**config.mk**
```make
export PLATFORM = sky130hd
export DESIGN_NAME = issue_queue
export DESIGN_NICKNAME = d
export VERILOG_FILES = /design/src/rtl/issue_queue.sv
export SDC_FILE = /design/constraint.sdc
export NUM_CORES = 1
export LEC_CHECK = 0
export CAP_MARGIN = 20
export CORE_ASPECT_RATIO = 1.2
export CORE_MARGIN = 2
export CORE_UTILIZATION = 45
export DETAILED_ROUTE_END_ITERATION = 6
export GPL_ROUTABILITY_DRIVEN = 0
export PLACE_DENSITY = 0.73
export RECOVER_POWER = 25
export SKIP_LAST_GASP = 1
export SLEW_MARGIN = 20
export SYNTH_ARGS = -nofsm -noshare
export SYNTH_HDL_FRONTEND = slang
export SYNTH_SLANG_ARGS = --single-unit
export TNS_END_PERCENT = 20
```
**constraint.sdc**
```tcl
create_clock -name clk -period 3 [get_ports clk]
set_clock_uncertainty 0.2 [all_clocks]
set_input_delay 0.9 -clock clk [delete_from_list [all_inputs] [get_ports clk]]
set_output_delay 0.9 -clock clk [all_outputs]
set_load 0.01 [all_outputs]
```
**src/rtl/issue_queue.sv**
```systemverilog
// Dual-issue pair buffer between fetch and steer, owning the split-issue replay flag.
// Optional same-cycle fetch-to-issue bypass when empty: define QUEUE_BYPASS_EN.
`ifndef INST_WIDTH
`define INST_WIDTH 32
`endif
`ifndef NOP_INSTRUCTION
`define NOP_INSTRUCTION 32'h0000_0013
`endif

module issue_queue #(
  parameter int DEPTH    = 4,
  parameter int PTR_BITS = 2
) (
  input  logic                   clk,
  input  logic                   reset_n,
  input  logic                   flush,
  input  logic                   fetch_valid,
  input  logic [`INST_WIDTH-1:0] fetch_inst0,
  input  logic [`INST_WIDTH-1:0] fetch_inst1,
  output logic                   fetch_ready,
  input  logic                   pipe_stall,
  input  logic                   steer_stall,
  output logic [`INST_WIDTH-1:0] issue_inst0,
  output logic [`INST_WIDTH-1:0] issue_inst1,
  output logic                   issue_valid,
  output logic                   replay,
  output logic [PTR_BITS:0]      count
);

  localparam logic [PTR_BITS:0] FULL_COUNT = (PTR_BITS+1)'(DEPTH);

  logic [`INST_WIDTH-1:0] mem0 [DEPTH];
  logic [`INST_WIDTH-1:0] mem1 [DEPTH];
  logic [PTR_BITS-1:0]    rd_ptr;
  logic [PTR_BITS-1:0]    wr_ptr;
  logic [PTR_BITS:0]      count_next;
  logic                   empty;
  logic                   push;
  logic                   pop;
  logic                   pop_stored;

  assign empty = (count == '0);

`ifdef QUEUE_BYPASS_EN
  // An empty queue forwards the fetch pair; it is only stored if it fails to pop.
  logic bypass;
  assign bypass      = empty & fetch_valid & ~flush;
  assign issue_valid = ~empty | bypass;
  assign issue_inst0 = !empty ? mem0[rd_ptr] : (bypass ? fetch_inst0 : `NOP_INSTRUCTION);
  assign issue_inst1 = !empty ? mem1[rd_ptr] : (bypass ? fetch_inst1 : `NOP_INSTRUCTION);
  assign pop         = issue_valid & ~pipe_stall & ~steer_stall & ~flush;
  assign push        = fetch_valid & fetch_ready & ~flush & ~(bypass & pop);
`else
  assign issue_valid = ~empty;
  assign issue_inst0 = !empty ? mem0[rd_ptr] : `NOP_INSTRUCTION;
  assign issue_inst1 = !empty ? mem1[rd_ptr] : `NOP_INSTRUCTION;
  assign pop         = issue_valid & ~pipe_stall & ~steer_stall & ~flush;
  assign push        = fetch_valid & fetch_ready & ~flush;
`endif

  assign pop_stored = pop & ~empty;
  assign count_next = count + (PTR_BITS+1)'(push) - (PTR_BITS+1)'(pop_stored);

  always_ff @(posedge clk) begin
    if (push) begin
      mem0[wr_ptr] <= fetch_inst0;
      mem1[wr_ptr] <= fetch_inst1;
    end
  end

  // fetch_ready is registered from count_next so a pop never opens a slot combinationally.
  always_ff @(posedge clk or negedge reset_n) begin
    if (!reset_n) begin
      rd_ptr      <= '0;
      wr_ptr      <= '0;
      count       <= '0;
      replay      <= 1'b0;
      fetch_ready <= 1'b1;
    end else if (flush) begin
      rd_ptr      <= '0;
      wr_ptr      <= '0;
      count       <= '0;
      replay      <= 1'b0;
      fetch_ready <= 1'b1;
    end else begin
      if (push)
        wr_ptr <= wr_ptr + 1'b1;
      if (pop_stored)
        rd_ptr <= rd_ptr + 1'b1;
      count       <= count_next;
      fetch_ready <= (count_next != FULL_COUNT);
      if (!issue_valid)
        replay <= 1'b0;
      else if (!pipe_stall)
        replay <= steer_stall;
    end
  end

endmodule

```
* After elaboration in Yosys (flattened, before gate mapping)
Memory sizes are Yosys's and may differ from the RTL's. Cells that the tools add are included.
Cells by class: $add $sub $neg 4, multiply operators 0, divide/modulo/power cells 0, order comparisons 0, equality and inequality tests 2, shift-type cells 0, mux-type cells 13, bitwise logic cells 10, reduce and logical (&&, ||, !) cells 3
Operator list (count):
- two-way mux 32 bit | 2
- two-way mux 2 bit | 4
- bitwise AND 1 bit | 6
- two-way mux 1 bit | 6
- adder 2 x 1 -> 2 bit (second input constant) | 2
- NOT 1 bit | 4
- nonzero test 2 bit | 2
- adder 3 x 1 -> 3 bit | 1
- zero test 3 bit | 1
- two-way mux 3 bit | 1
- inequality test 3 x 2 -> 1 bit (second input constant) | 1
- inequality test 3 bit (second input constant) | 1
- subtractor 3 x 1 -> 3 bit | 1
Word-level totals: register bits after elaboration 9, latch bits 0, RAM bits 256, memory bits (read-only) 0, input bits 70, output and inout bits 70, word-level logic and storage cells 39, memories 2
Memories:
- mem0 | words 4, width 32, rd ports 1, clocked after Yosys merged registers in 0, wr ports 1, line 32 | logic [`INST_WIDTH-1:0] mem0 [DEPTH];
- mem1 | words 4, width 32, rd ports 1, clocked after Yosys merged registers in 0, wr ports 1, line 33 | logic [`INST_WIDTH-1:0] mem1 [DEPTH];

* Logic depth before layout (Yosys ltp)
word-level depth 9, mapped depth 11, mapped depth without buffers 11

* Worst setup path after synthesis
No wires, ideal clock.
path type input to register, start point in flush, end point mem mem0[0][0] (netlist bit) (enable), library setup time 429 ps, arrival time 2824 ps, data required time 2371 ps, setup slack -453 ps, stages on the path 3, path buffers 1, cell sequence clkbuf_1 -> nor2_1 -> and2_1
On the way: longest elaborated chain between the ends 4
RTL lines:
- from (decl) | line 16 | input logic flush,
- NOT 1 bit | line 58 | assign push = fetch_valid & fetch_ready & ~flush;
- bitwise AND 1 bit | line 58
- two-way mux 1 bit | line 65 | if (push) begin
- two-way mux 1 bit (implied by the code) | line 66 | mem0[wr_ptr] <= fetch_inst0;
- to (decl) | line 32
Every way passes these cells.

* Worst setup path after layout
start point reg rd_ptr[0], end point out issue_inst1[0]
On the way: longest elaborated chain between the ends 2
RTL lines:
- from (decl) | line 34 | logic [PTR_BITS-1:0] rd_ptr;
- from (signal assigned) | line 89 | rd_ptr <= rd_ptr + 1'b1;
- memory (4 x 32 bit)
- two-way mux 32 bit (no source line)
- to (decl) | line 24 | output logic [`INST_WIDTH-1:0] issue_inst1,
Every way passes these cells.

==> reports/qor.csv <==
stage,metric,value,unit
synth,flip-flop and latch count after synthesis,265,
placed_design,DP HPWL,12.5,mm
hold_path,Hold Path Class,reg2reg,
timing,"Setup violations, final",65,
cells_and_area,Synth-to-Final Area Change,29.0,%
cells_and_area,"commonest non-fill, non-tap cell in the layout",edfxtp_1,
placed_design,Port Buffers,139,
synth,"Async S/R FF share, synth",3.40,%
cells_and_area,# fillers,1638,
floorplanning,I/O pins,140,
clocking,CTS hold repair buffers,0,
synth,"top cells by area, synth","edfxtp_1 (75%), mux4_2 (14%), and2_1 (3.8%)",
critical_path,crit-path max FO,6,
cells_and_area,Total Nets Final,724,
timing,final period utilization,111,%
timing,Rel. slew slack,71.0,%
clocking,Clock Latency Late Sink,520,ps
run_status,failing checks,negative setup slack,
timing,final hold vios,0,
detailed_routing,drt via density,5.31,
power_and_ir_drop,Pleak,4.47,nW
detailed_routing,Max Used Layer,met5,
job,max-cap violations,0,
floorplanning,die area,0.0240,mm^2
clocking,Bufs on Longest Clock Path,3,
synth,post-synthesis cell type count,29,
synth,Yosys top cell by area,edfxtp_1,
floorplanning,Core Area,0.0224,mm^2
power_and_ir_drop,Switch Pwr,0.00262,W
clocking,CTS Sinks,265,
critical_path,"Arr. time, crit path",2220,ps
critical_path,crit path launch type,register,
power_and_ir_drop,logic gate share of total power,26.7,%
synth,number of synthesized flops with an enable pin,256,
detailed_routing,Routed Antenna Nets,0,
detailed_routing,DR DRC count,0,
power_and_ir_drop,PwrDens,767,mW/mm^2
detailed_routing,DR vias,5030,
cells_and_area,"commonest cells after routing, fill and taps aside","edfxtp_1 (256), mux4_2 (64), and2_1 (43)",
power_and_ir_drop,Int Power,0.00749,W
grt,initial antenna violation count,5,
power_and_ir_drop,Flop pwr share,43.7,%
critical_path,max incr delay on CP,500,ps
run_status,status,finished with violations,
grt,pin count of the biggest net entering global routing,32,
power_and_ir_drop,Max VDD drop,503,uV
detailed_routing,metal3 WL,1.16,mm
timing,Least-Margin Pin Slew,434,ps
detailed_routing,total wire length,20.3,mm
synth,yosys warns,0,
detailed_routing,met2 wire length,10.9,mm
critical_path,Crit Path Class,reg2out,
clocking,Clock transition at path regs,70,ps
grt,via count of the first global-routing pass,5484,
placed_design,Inst Count DP,881,
floorplanning,# rows,60,
critical_path,critical path capture point type,primary output,
detailed_routing,drt pass-1 iters,4,
grt,gr usage total,17.0,%
clocking,CTS tree,yes,
timing,Final Critical Period,3320,ps
grt,global route overflow,0,
power_and_ir_drop,Switching Share,26.0,%
timing,setup TNS,-16230,ps
timing,Pins Over Slew Limit,0,
synth,area share of the largest cell type after synthesis,75.2,%
critical_path,Most Frequent Cell on Critical Path,buf_6,
detailed_routing,WL/cell,21.4,um
critical_path,Reg2Reg Depth,11,
cells_and_area,layout cells sized above 1,31.7,%
synth,sequential element share of the synthesized area,77.4,%
critical_path,crit-path cells,"buf_12, buf_16, buf_6, mux4_2, or2_1, buf_6",
clocking,Num CTS Buffers,26,
detailed_routing,Met1 Routed Length,7.83,mm
clocking,CTS H-tree lvls,1,
timing,max frequency,301,MHz
synth,Post-Syn Area,0.0102,mm^2
critical_path,"slowest stage cell, crit path",dfrtp_4,
floorplanning,Die Y-Extent,169,um
hold_path,hold path cells,2,
clocking,Clock Tree Root,clkbuf_16,
floorplanning,initial core utilization,45.7,%
synth,Avg Inst Size Synth,22.4,um^2
power_and_ir_drop,Clk network pwr share,29.6,%
grt,first-pass GRT wire length,30.9,mm
cells_and_area,Layout Cells excl Fill,948,
detailed_routing,starting DRC count in detailed routing,358,
synth,top_reg_cell synth,edfxtp_1,
timing,Worst Slack Setup Final,-325,ps
floorplanning,die width,142,um
timing,RSZ-0062 raised after global routing,yes,
synth,Post-Syn Instances,457,
critical_path,critical path required time,1900,ps
synth,Syn Nets,534,
==> critical path, delay by kind of cell, from the launching register on <==
family                 cells  cell delay [ps]
AND/OR/NAND/NOR            1              250
multiplexers               1              400
buffers and inverters      4              540
flip-flops                 1              500
==> cell type report <==
cell class                 instances  area (um^2)  share of cell area [%]
timing repair buffer             185         1930                    14.7
multi-input combinational        162         2160                    16.4
clock inverter                    13         87.6                   0.664
tap                              279          349                    2.65
sequential                       265         7920                    60.1
inverter                           7         26.3                   0.199
clock buffer                      33          698                    5.29
antenna                            4         10.0                  0.0759
==> per-layer routing <==
layer | global-route usage (%) | up-vias
met5 | 0 | -
met4 | 4.52 | 2
met3 | 3.61 | 31
met2 | 30.8 | 158
met1 | 20.7 | 2615
li1 | - | 2224
==> cell families after synthesis <==
kind of cell,Yosys count,synth area share (%)
flops,265,77.4
simple gates,83,4.92
mux,65,14.2
buf+inv,30,1.97
fa+ha+maj,7,0.930
compound gates,5,0.294
xor+xnor,2,0.306
==> per-stage QoR <==
| stage | hold slack (ps) | total power, W | worst slack [ps] | area (um^2) | utilization (%) |
|---|---|---|---|---|---|
| after global placement | 345 | 0.00716 | -179 | 12200 | 54.5 |
| after detailed placement | 344 | 0.00720 | -434 | 12200 | 54.5 |
| after global routing | 389 | 0.0106 | -367 | 13200 | 58.9 |
| after CTS | 351 | 0.0102 | -354 | 13200 | 58.9 |
| after floorplan | 325 | 0.00575 | -452 | 10200 | - |
| final | 361 | 0.0101 | -325 | 13200 | 59.0 |
==> sequential cells by signal (all words and copies together) (netlist names) <==
name and flops:
fetch_ready 1, wr_ptr 2, count 3, replay 1, mem0 128, mem1 128
rd_ptr 2
==> cell usage after synthesis, types with 2 or more instances <==
cell type,instances
nor2_1,4
clkbuf_1,9
edfxtp_1,256
a21oi_1,3
ha_1,6
buf_12,4
inv_1,7
or2_1,6
nand2_1,2
and2_1,62
dfrtp_1,8
mux4_2,64
buf_4,2
nand3_1,2
buf_2,7
nor3_1,2
==> what timing repair did <==
item,4_1_cts,5_1_grt
cloned,4,2
setup endpoints to repair,65,66
resized for setup,185,47
setup buffers,11,1
pin swaps,2,6
==> power groups by stage <==
stage | sequential (W) | clock (W) | combinational [W]
floorplan | 0.00448 | 0 | 0.00127
global placement | 0.00447 | 0 | 0.00269
detailed placement | 0.00450 | 0 | 0.00270
CTS | 0.00442 | 0.00307 | 0.00272
global route | 0.00443 | 0.00322 | 0.00290
finish | 0.00441 | 0.00300 | 0.00270
==> worst paths after layout <==
kind / start / endpoint / slack [ps]
hold / removal: fetch_ready$_DFF_PN1_ / wr_ptr[1]$_DFFE_PN0P_ / 360
max in group asynchronous: reset_n / rd_ptr[0]$_DFFE_PN0P_ / 1710
min in group asynchronous: reset_n / count[0]$_DFF_PN0_ / 550
setup / recovery: rd_ptr[0]$_DFFE_PN0P_ / issue_inst1[0] / -320
hold reg to reg: fetch_ready$_DFF_PN1_ / wr_ptr[1]$_DFFE_PN0P_ / 360
setup reg to reg: count[1]$_DFF_PN0_ / fetch_ready$_DFF_PN1_ / 450
(Power assumes the default switching activity.)
